===== config.mk =====
export PLATFORM = sky130hd
export DESIGN_NAME = assoc_array_reader
export DESIGN_NICKNAME = d
export VERILOG_FILES = /design/src/rtl/assoc_array_reader.sv
export SDC_FILE = /design/constraint.sdc
export NUM_CORES = 1
export LEC_CHECK = 0
export ABC_AREA = 1
export BUFFER_PORTS_ARGS = -buffer_cell sky130_fd_sc_hd__buf_2
export CORE_ASPECT_RATIO = 0.9
export CORE_MARGIN = 8
export CORE_UTILIZATION = 57
export CTS_BUF_LIST = sky130_fd_sc_hd__clkbuf_4 sky130_fd_sc_hd__clkbuf_8
export DETAILED_ROUTE_END_ITERATION = 12
export PLACE_DENSITY = 0.89
export SYNTH_ARGS = -nofsm -noshare
export SYNTH_HDL_FRONTEND = slang
export SYNTH_SLANG_ARGS = --single-unit
export TNS_END_PERCENT = 1

===== constraint.sdc =====
create_clock -name clk -period 3.9 [get_ports clk]
set_clock_uncertainty 0.05 [all_clocks]
set_input_delay 0.585 -clock clk [delete_from_list [all_inputs] [get_ports clk]]
set_output_delay 0.585 -clock clk [all_outputs]
set_load 0.02 [all_outputs]

===== src/rtl/assoc_array_reader.sv =====
// Small associative key/value table with a sequential read engine.
// Writes land in one cycle while idle; read operations (LOOKUP, FIRST,
// NEXT, DELETE) walk every entry, one per cycle, and then present a
// held response until it is consumed.
// Optional feature: define ASSOC_ARRAY_DELETE_EN to make opcode 11 remove
// the matching entry; otherwise opcode 11 always answers with a miss.
module assoc_array_reader #(
  parameter int DEPTH  = 8,
  parameter int KEY_W  = 8,
  parameter int DATA_W = 32
) (
  input  logic                     clk,
  input  logic                     rst,
  input  logic                     wr_valid,
  input  logic [KEY_W-1:0]         wr_key,
  input  logic [DATA_W-1:0]        wr_data,
  output logic                     wr_ready,
  input  logic                     rd_valid,
  input  logic [1:0]               rd_op,
  input  logic [KEY_W-1:0]         rd_key,
  output logic                     rd_ready,
  output logic                     resp_valid,
  input  logic                     resp_ready,
  output logic                     resp_hit,
  output logic [KEY_W-1:0]         resp_key,
  output logic [DATA_W-1:0]        resp_data,
  output logic [$clog2(DEPTH):0]   count,
  output logic                     overflow
);

  localparam int IDX_W = $clog2(DEPTH);
  localparam int CNT_W = IDX_W + 1;

  localparam logic [1:0] IDLE = 2'd0;
  localparam logic [1:0] SCAN = 2'd1;
  localparam logic [1:0] RESP = 2'd2;

  localparam logic [1:0] OP_LOOKUP = 2'b00;
  localparam logic [1:0] OP_FIRST  = 2'b01;
  localparam logic [1:0] OP_NEXT   = 2'b10;

  logic [1:0]        state;
  logic [DEPTH-1:0]  valid;
  logic [KEY_W-1:0]  keys [DEPTH];
  logic [DATA_W-1:0] vals [DEPTH];
  logic [IDX_W-1:0]  scan_idx;

  // Request captured at accept (stage p0), running best candidate (stage p1)
  logic [1:0]        op_p0;
  logic [KEY_W-1:0]  key_p0;
  logic              best_hit_p1;
  logic [KEY_W-1:0]  best_key_p1;
  logic [DATA_W-1:0] best_data_p1;
`ifdef ASSOC_ARRAY_DELETE_EN
  logic [IDX_W-1:0]  best_idx_p1;
  logic [IDX_W-1:0]  nxt_idx;
`endif

  logic              wr_hit;
  logic [IDX_W-1:0]  wr_hit_idx;
  logic              free_found;
  logic [IDX_W-1:0]  free_idx;

  logic              cur_vld;
  logic [KEY_W-1:0]  cur_key;
  logic [DATA_W-1:0] cur_val;
  logic              take;
  logic              nxt_hit;
  logic [KEY_W-1:0]  nxt_key;
  logic [DATA_W-1:0] nxt_data;

  assign wr_ready = (state == IDLE);
  assign rd_ready = (state == IDLE) && !wr_valid;

  // Write-side search: existing key match and lowest-index free slot
  always_comb begin
    wr_hit     = 1'b0;
    wr_hit_idx = '0;
    free_found = 1'b0;
    free_idx   = '0;
    for (int i = 0; i < DEPTH; i++) begin
      if (valid[i] && (keys[i] == wr_key) && !wr_hit) begin
        wr_hit     = 1'b1;
        wr_hit_idx = IDX_W'(i);
      end
      if (!valid[i] && !free_found) begin
        free_found = 1'b1;
        free_idx   = IDX_W'(i);
      end
    end
  end

  // Scan step: decide whether the entry under the cursor beats the best so far
  always_comb begin
    cur_vld = valid[scan_idx];
    cur_key = keys[scan_idx];
    cur_val = vals[scan_idx];
    take    = 1'b0;
    case (op_p0)
      OP_LOOKUP: take = cur_vld && (cur_key == key_p0);
      OP_FIRST:  take = cur_vld && (!best_hit_p1 || (cur_key < best_key_p1));
      OP_NEXT:   take = cur_vld && (cur_key > key_p0) &&
                        (!best_hit_p1 || (cur_key < best_key_p1));
`ifdef ASSOC_ARRAY_DELETE_EN
      default:   take = cur_vld && (cur_key == key_p0);
`else
      default:   take = 1'b0;
`endif
    endcase
    nxt_hit  = best_hit_p1 | take;
    nxt_key  = take ? cur_key : best_key_p1;
    nxt_data = take ? cur_val : best_data_p1;
`ifdef ASSOC_ARRAY_DELETE_EN
    nxt_idx  = take ? scan_idx : best_idx_p1;
`endif
  end

  // Control: FSM, valid bits, count, overflow pulse and response registers
  always_ff @(posedge clk) begin
    if (rst) begin
      state       <= IDLE;
      valid       <= '0;
      count       <= '0;
      overflow    <= 1'b0;
      scan_idx    <= '0;
      best_hit_p1 <= 1'b0;
      resp_valid  <= 1'b0;
      resp_hit    <= 1'b0;
      resp_key    <= '0;
      resp_data   <= '0;
    end else begin
      overflow <= 1'b0;
      case (state)
        IDLE: begin
          if (wr_valid) begin
            if (!wr_hit) begin
              if (free_found) begin
                valid[free_idx] <= 1'b1;
                count           <= count + CNT_W'(1);
              end else begin
                overflow <= 1'b1;
              end
            end
          end else if (rd_valid) begin
            state       <= SCAN;
            scan_idx    <= '0;
            best_hit_p1 <= 1'b0;
          end
        end
        SCAN: begin
          best_hit_p1 <= nxt_hit;
          scan_idx    <= scan_idx + IDX_W'(1);
          if (scan_idx == IDX_W'(DEPTH - 1)) begin
            state      <= RESP;
            resp_valid <= 1'b1;
            resp_hit   <= nxt_hit;
            resp_key   <= nxt_hit ? nxt_key : '0;
            resp_data  <= nxt_hit ? nxt_data : '0;
`ifdef ASSOC_ARRAY_DELETE_EN
            if ((op_p0 == 2'b11) && nxt_hit) begin
              valid[nxt_idx] <= 1'b0;
              count          <= count - CNT_W'(1);
            end
`endif
          end
        end
        RESP: begin
          if (resp_ready) begin
            state      <= IDLE;
            resp_valid <= 1'b0;
          end
        end
        default: state <= IDLE;
      endcase
    end
  end

  // Datapath: table contents, captured request and best-candidate payload
  always_ff @(posedge clk) begin
    if ((state == IDLE) && wr_valid) begin
      if (wr_hit) begin
        vals[wr_hit_idx] <= wr_data;
      end else if (free_found) begin
        keys[free_idx] <= wr_key;
        vals[free_idx] <= wr_data;
      end
    end
    if (rd_valid && rd_ready) begin
      op_p0  <= rd_op;
      key_p0 <= rd_key;
    end
    if (state == SCAN) begin
      best_key_p1  <= nxt_key;
      best_data_p1 <= nxt_data;
`ifdef ASSOC_ARRAY_DELETE_EN
      best_idx_p1  <= nxt_idx;
`endif
    end
  end

endmodule


## After elaboration in Yosys (flattened, before gate mapping)

Memory sizes are Yosys's and may differ from the RTL's. A register that Yosys moved wholly into a read port is not among the register bits.
Cells that the tools add are included.

- Register bits: 111
- Latch bits: 0
- Bits in writable memories: 320
- Bits in read-only memories: 0
- Bits of input ports: 55
- Logic and storage cells: 178
- Memories: 2

Memory list:

| memory | words | width | rd ports | clocked after memory_dff | write ports | line | source |
|---|---|---|---|---|---|---|---|
| vals | 8 | 32 | 1 | 1 | 1 | 45 | `logic [DATA_W-1:0] vals [DEPTH];` |
| keys | 8 | 8 | 9 | 1 | 1 | 44 | `logic [KEY_W-1:0] keys [DEPTH];` |

- $add $sub $neg: 2
- Multipliers: 0
- Divide/modulo/power cells: 0
- Magnitude comparators: 5
- Eq/ne operators: 18
- Shifts and indexed selects: 0
- Muxes and demuxes: 68
- Bitwise gates (word level): 5
- Reductions and logical operators: 64

Operators with widths:

| kind | number |
|---|---|
| 2-to-1 mux 32 bit | 3 |
| equality test 8 bit | 9 |
| 2-to-1 mux 3 bit | 19 |
| 2-to-1 mux 1 bit | 33 |
| OR reduction 32 bit | 1 |
| logical AND 1 bit | 30 |
| logical NOT 1 bit | 22 |
| 2-to-1 mux 8 bit | 2 |
| > comparator 8 bit | 1 |
| < comparator 3 x 4 -> 1 bit (second input constant) | 2 |
| < comparator 8 bit | 1 |
| 2-to-1 mux 2 bit | 4 |
| bitwise OR 8 bit | 1 |
| AND reduction 4 bit | 2 |
| inequality test 2 bit (second input constant) | 3 |
| case mux 2 bit (3 select lines) | 1 |
| case mux 3 bit (2 select lines) | 1 |
| AND reduction 3 bit | 2 |
| adder 4 x 1 -> 4 bit (second input constant) | 1 |
| equality test 2 x 1 -> 1 bit (second input constant) | 2 |
| equality test 2 bit (second input constant) | 2 |
| logical NOT 2 bit | 2 |
| case mux 1 bit (2 select lines) | 2 |
| nonzero test 2 bit | 2 |
| 12 further kinds | 14 |

## Longest topological paths before layout

An unclocked memory read counts as a cell.

- Depth after elaboration: 30
- Gate-level depth with buffers: 24
- Gate-level depth less buffers: 20

## Worst setup path after synthesis

OpenSTA, ideal clock, no wires.

- Path kind: input-to-reg
- Start point: input wr_key[6]
- End point: memory vals[4][0], enable pin
- Library setup time: 0.421 ns
- Arrival: 3.357 ns
- Required time: 3.429 ns
- Slack: 0.072 ns
- Stages: 14
- Path buffers: 1
- Cell sequence: buf_2 xor2_1 nor4_1 nand3_1 nand2_1 nor2_1 nand4_1 nor2_2 nand2_4 inv_4 nand2_2 nand2_1 nand2_1 nor2_1

- Word-level cells in the longest chain between the ends: 29

Ends and longest elaborated chain:

| element | line | source |
|---|---|---|
| start: declaration | 15 | `input logic [KEY_W-1:0] wr_key,` |
| equality test 8 bit | 82 | `if (valid[i] && (keys[i] == wr_key) && !wr_hit) begin` |
| logical AND 1 bit | 82 |  |
| 2-to-1 mux 1 bit | 82 |  |
| logical NOT 1 bit | 82 |  |
| logical AND 1 bit | 82 |  |
| 2-to-1 mux 1 bit | 82 |  |
| logical NOT 1 bit | 82 |  |
| logical AND 1 bit | 82 |  |
| (+13 left out) | - |  |
| logical NOT 1 bit | 82 |  |
| logical AND 1 bit | 82 |  |
| 2-to-1 mux 1 bit | 82 |  |
| 2-to-1 mux 1 bit | 181 | `if (wr_hit) begin` |
| 2-to-1 mux 1 bit | 180 | `if ((state == IDLE) && wr_valid) begin` |
| 2-to-1 mux 1 bit (implied by the code) | 185 | `vals[free_idx] <= wr_data;` |
| OR reduction 32 bit (no source line) | - |  |
| 2-to-1 mux 3 bit (no source line) / 2-to-1 mux 1 bit (equally long branches) | - |  |
| end: declaration | 45 |  |

Parallel ways exist; a longest one is shown, timed or not.

==> impl_results.md <==
- CTS tree: done
- NetSw: 2.50 mW
- Worst-margin pin slew: 1.03 ns
- Final setup vio count: 0
- Gr usage total: 25.9%
- Drc violations: 0
- Routed wire length: 51.6 mm
- Max_cap viols: 0
- Initial core utilization: 57.3%
- Worst path max stage delay: 0.51 ns
- Core box area: 32600 sq um
- Post-CTS resize count: 0
- Mapped cell area: 18700 sq um
- Worst setup SP type: register
- Hpwl dp: 32.0 mm
- Maximum VDD drop: 0.000227 V
- Skew-Pair Late Insertion Delay: 0.59 ns
- Critical path class: register to register
- EDFF count, synth: 370
- Clock power share: 39.5%
- Clock transition at path regs: 0.06 ns
- Met2 usage: 38.8%
- Num rows: 63
- Post-CTS Setup Repair Bufs: 0
- Pre-antenna DRT Iters: 6
- Internal Power: 7.46 mW
- Max Freq: 0.269 GHz
- Share of cells above drive strength 1: 15.3%
- Die height: 188 microns
- I/O pins: 104
- Busiest layer in global routing: met2
- DIE AREA: 38800 sq um
- Reg2reg path depth: 17
- Async S/R FF share, synth: 0%
- Switching Fraction: 25.1%
- Flop2flop setup slack: 0.19 ns
- Via Count: 14500
- Port bufs: 103
- Slowest CP cell: a31oi_1
- First-pass GRT wire length: 78.2 mm
- Routed len/inst: 22.0 microns
- Synth Flop Type: edfxtp_1
- Hold-fix buffers at CTS: 0
- Synthesized net count: 1815
- CTS Buffer Depth: 3
- Root Buffer Master: clkbuf_8
- RSZ-0062 raised after global routing: false
- Final Max Slew Viols: 0
- Area grow syn2layout: 14.0%
- Worst-path maximum fanout: 47
- Status: finished clean
- Die X: 207 microns
- Share of total power in combinational logic: 8.5%
- Synthesized area per cell: 10.7 sq um
- Pwr/cell area: 467 nW/um^2
- Post-synthesis sequential area ratio: 66.3%
- Largest net degree at the start of global routing: 97
- CP Data Arrival Time: 4.15 ns
- Mapped Cells: 1739
- Filler cell count: 2245
- Sequential share of power: 52.0%
- Grt ovf: 0
- Hold Worst Slack: 0.129 ns
- Pleak: 8.08 nW
- Reg2reg end: resp_data[29]
- Detailed Route Iter0 Violations: 2016
- Met3 usage: 5.71%
- CTS buffer count: 70
- Vias in the first global route: 13900
- Routability-driven placement congestion ratio: 1.00
- Minimum clock period: 3.71 ns
- DR vias/cell: 6.18
- H-tree depth: 3
- Antenna Nets Post-Route: 0
- Critical Path RT: 4.34 ns
- Post-route cell area: 21300 sq um
- Post-synthesis register bit count: 434
- Post-synth cell types: 48
- Slew headroom: 31.4%
- Final hold vios: 0
- CP cell instances: buf_12 -> o21ai_0 -> o22ai_1 -> nor2_1 -> a31oi_1 -> ha_1 -> nand4_1 -> nor4_1 -> o21bai_1 -> a21boi_0 -> nand2_1 -> nand2_2 -> nand2_4 -> a21oi_4 -> buf_12 -> nand2_1 -> a21oi_1
- Final period util: 95.2%
- Synth warnings: 0
- Setup TNS: 0 ns
- Net count, final: 1943
- Worst min path class: input pin to register
- Met1 Usage GRT: 36.6%
- Placed inst area: 19900 sq um
- Initial antenna violation count: 6
- Critical Path Sink: resp_data[29]
- CTS sink cnt: 434
- CP endpoint kind: register
[sequential cells by signal, indices dropped and copies added (netlist names), 2 cells and up, named ones only]
signal        cells
key_p0            8
state             2
vals            256
op_p0             2
scan_idx          3
best_data_p1     32
resp_key          8
keys             64
count             4
resp_data        32
valid             8
best_key_p1       8
[cells in the mapped netlist (3+ instances only)]
master / n / area [sq um]
xnor2_1: 8 / 70.1
a221oi_1: 8 / 70.1
inv_1: 104 / 390
edfxtp_1: 370 / 11100
o21ai_1: 4 / 20.0
a31oi_1: 7 / 43.8
a21oi_1: 121 / 606
buf_2: 25 / 125
buf_1: 4 / 15.0
clkbuf_1: 61 / 229
dfxtp_1: 64 / 1280
nor2_1: 159 / 597
nor4_1: 13 / 81.3
o211ai_1: 3 / 22.5
nand3_1: 65 / 325
buf_6: 6 / 67.6
nor3b_1: 10 / 75.1
inv_2: 4 / 15.0
ha_1: 21 / 263
a32o_1: 32 / 320
nand4_1: 16 / 100
o22ai_1: 41 / 257
nand2_1: 402 / 1510
o21ai_0: 140 / 701
xor2_1: 11 / 96.3
nor3_1: 11 / 55.1
[per-stage QoR]
stage	utilization, %	total power, mW	worst slack (ns)	std cells
after floorplan	-	5.75	0.0718	1739
after global placement	60.9	6.03	0.272	2217
after detailed placement	60.9	6.07	0.205	2217
after CTS	65.1	9.93	0.182	2337
after global routing	65.2	10.2	0.00408	2341
final	65.3	9.95	0.188	2342
[cells in the final DEF (no fill, tap or decap), types with 3 or more instances in the layout]
cell type	netlist	final
edfxtp_1	370	370
nor3b_1	10	10
nor3_1	11	11
xor2_1	11	11
nor2_1	159	150
clkinv_1	1	11
clkinv_2	0	6
inv_8	0	3
buf_4	0	37
diode_2	0	5
ha_1	21	21
buf_2	25	103
nor2_4	1	10
a21oi_1	121	121
a31oi_1	7	5
o21ai_0	140	140
nor4_1	13	13
a221oi_1	8	7
nand3_1	65	65
o21ai_1	4	4
nand2_1	402	402
nand4_1	16	16
clkbuf_8	0	76
inv_2	4	5
dfxtp_1	64	63
xnor2_1	8	8
o211ai_1	3	3
inv_1	104	102
clkbuf_4	0	20
buf_12	0	11
a32o_1	32	32
o22ai_1	41	41
[how the worst min path moves through the flow]
stage / from / endpoint / cells after the start
after floorplan: valid[3] / valid[3] / 1
after global placement: resp_valid / resp_valid / 2
after detailed placement: resp_data[16] / resp_data[16] / 2
after CTS: rd_key[6] / key_p0[6] / 1
after global routing: rd_key[4] / key_p0[4] / 1
final: rd_key[6] / key_p0[6] / 1
[per-layer routing]
layer  vias up  share of wire, %  wire length, microns
met3       136                12                  6220
met2       991                45                 23500
met4         2               2.7                  1400
met5         -             0.025                    13
met1      6927                40                 20500
li1       6419                 -                     -
[power by group through the flow]
stage / sequential [mW] / clock, mW / combinational (mW)
after global routing: 5.18 / 4.14 / 0.916
after global placement: 5.27 / 0 / 0.767
after detailed placement: 5.27 / 0 / 0.803
final: 5.18 / 3.93 / 0.846
after floorplan: 5.26 / 0 / 0.492
after CTS: 5.17 / 3.94 / 0.818
[critical path, delay by kind of cell (launching register included)]
kind | cells | cell delay, ns
AO/OA/AOI/OAI | 7 | 1.55
AND/OR/NAND/NOR | 7 | 0.76
buffers and inverters | 2 | 0.47
flip-flops | 1 | 0.39
adder cells (fa/ha/maj) | 1 | 0.36
[area by class of cell]
| cell class | instances | area, sq um | area share [%] |
|---|---|---|---|
| clock inverters | 24 | 180 | 0.846 |
| inverters | 110 | 418 | 1.96 |
| flip-flops and latches | 434 | 12400 | 58.2 |
| clock buffers | 96 | 1200 | 5.62 |
| repair buffers | 152 | 1020 | 4.81 |
| diodes | 5 | 12.5 | 0.0588 |
| multi-input cells | 1099 | 5540 | 26.0 |
| well taps | 422 | 528 | 2.48 |
[cell families (layout without fill, tap and decap cells)]
kind of cell / Yosys count / count (layout) / synth area share [%]
simple gates: 689 / 689 / 15.2
flops: 434 / 434 / 66.3
compound gates: 370 / 370 / 11.6
buf+inv: 206 / 382 / 4.56
fa+ha+maj: 21 / 21 / 1.41
xor+xnor: 19 / 19 / 0.891
other cells: 0 / 5 / 0
No activity file was read; power rests on OpenSTA's default activity.
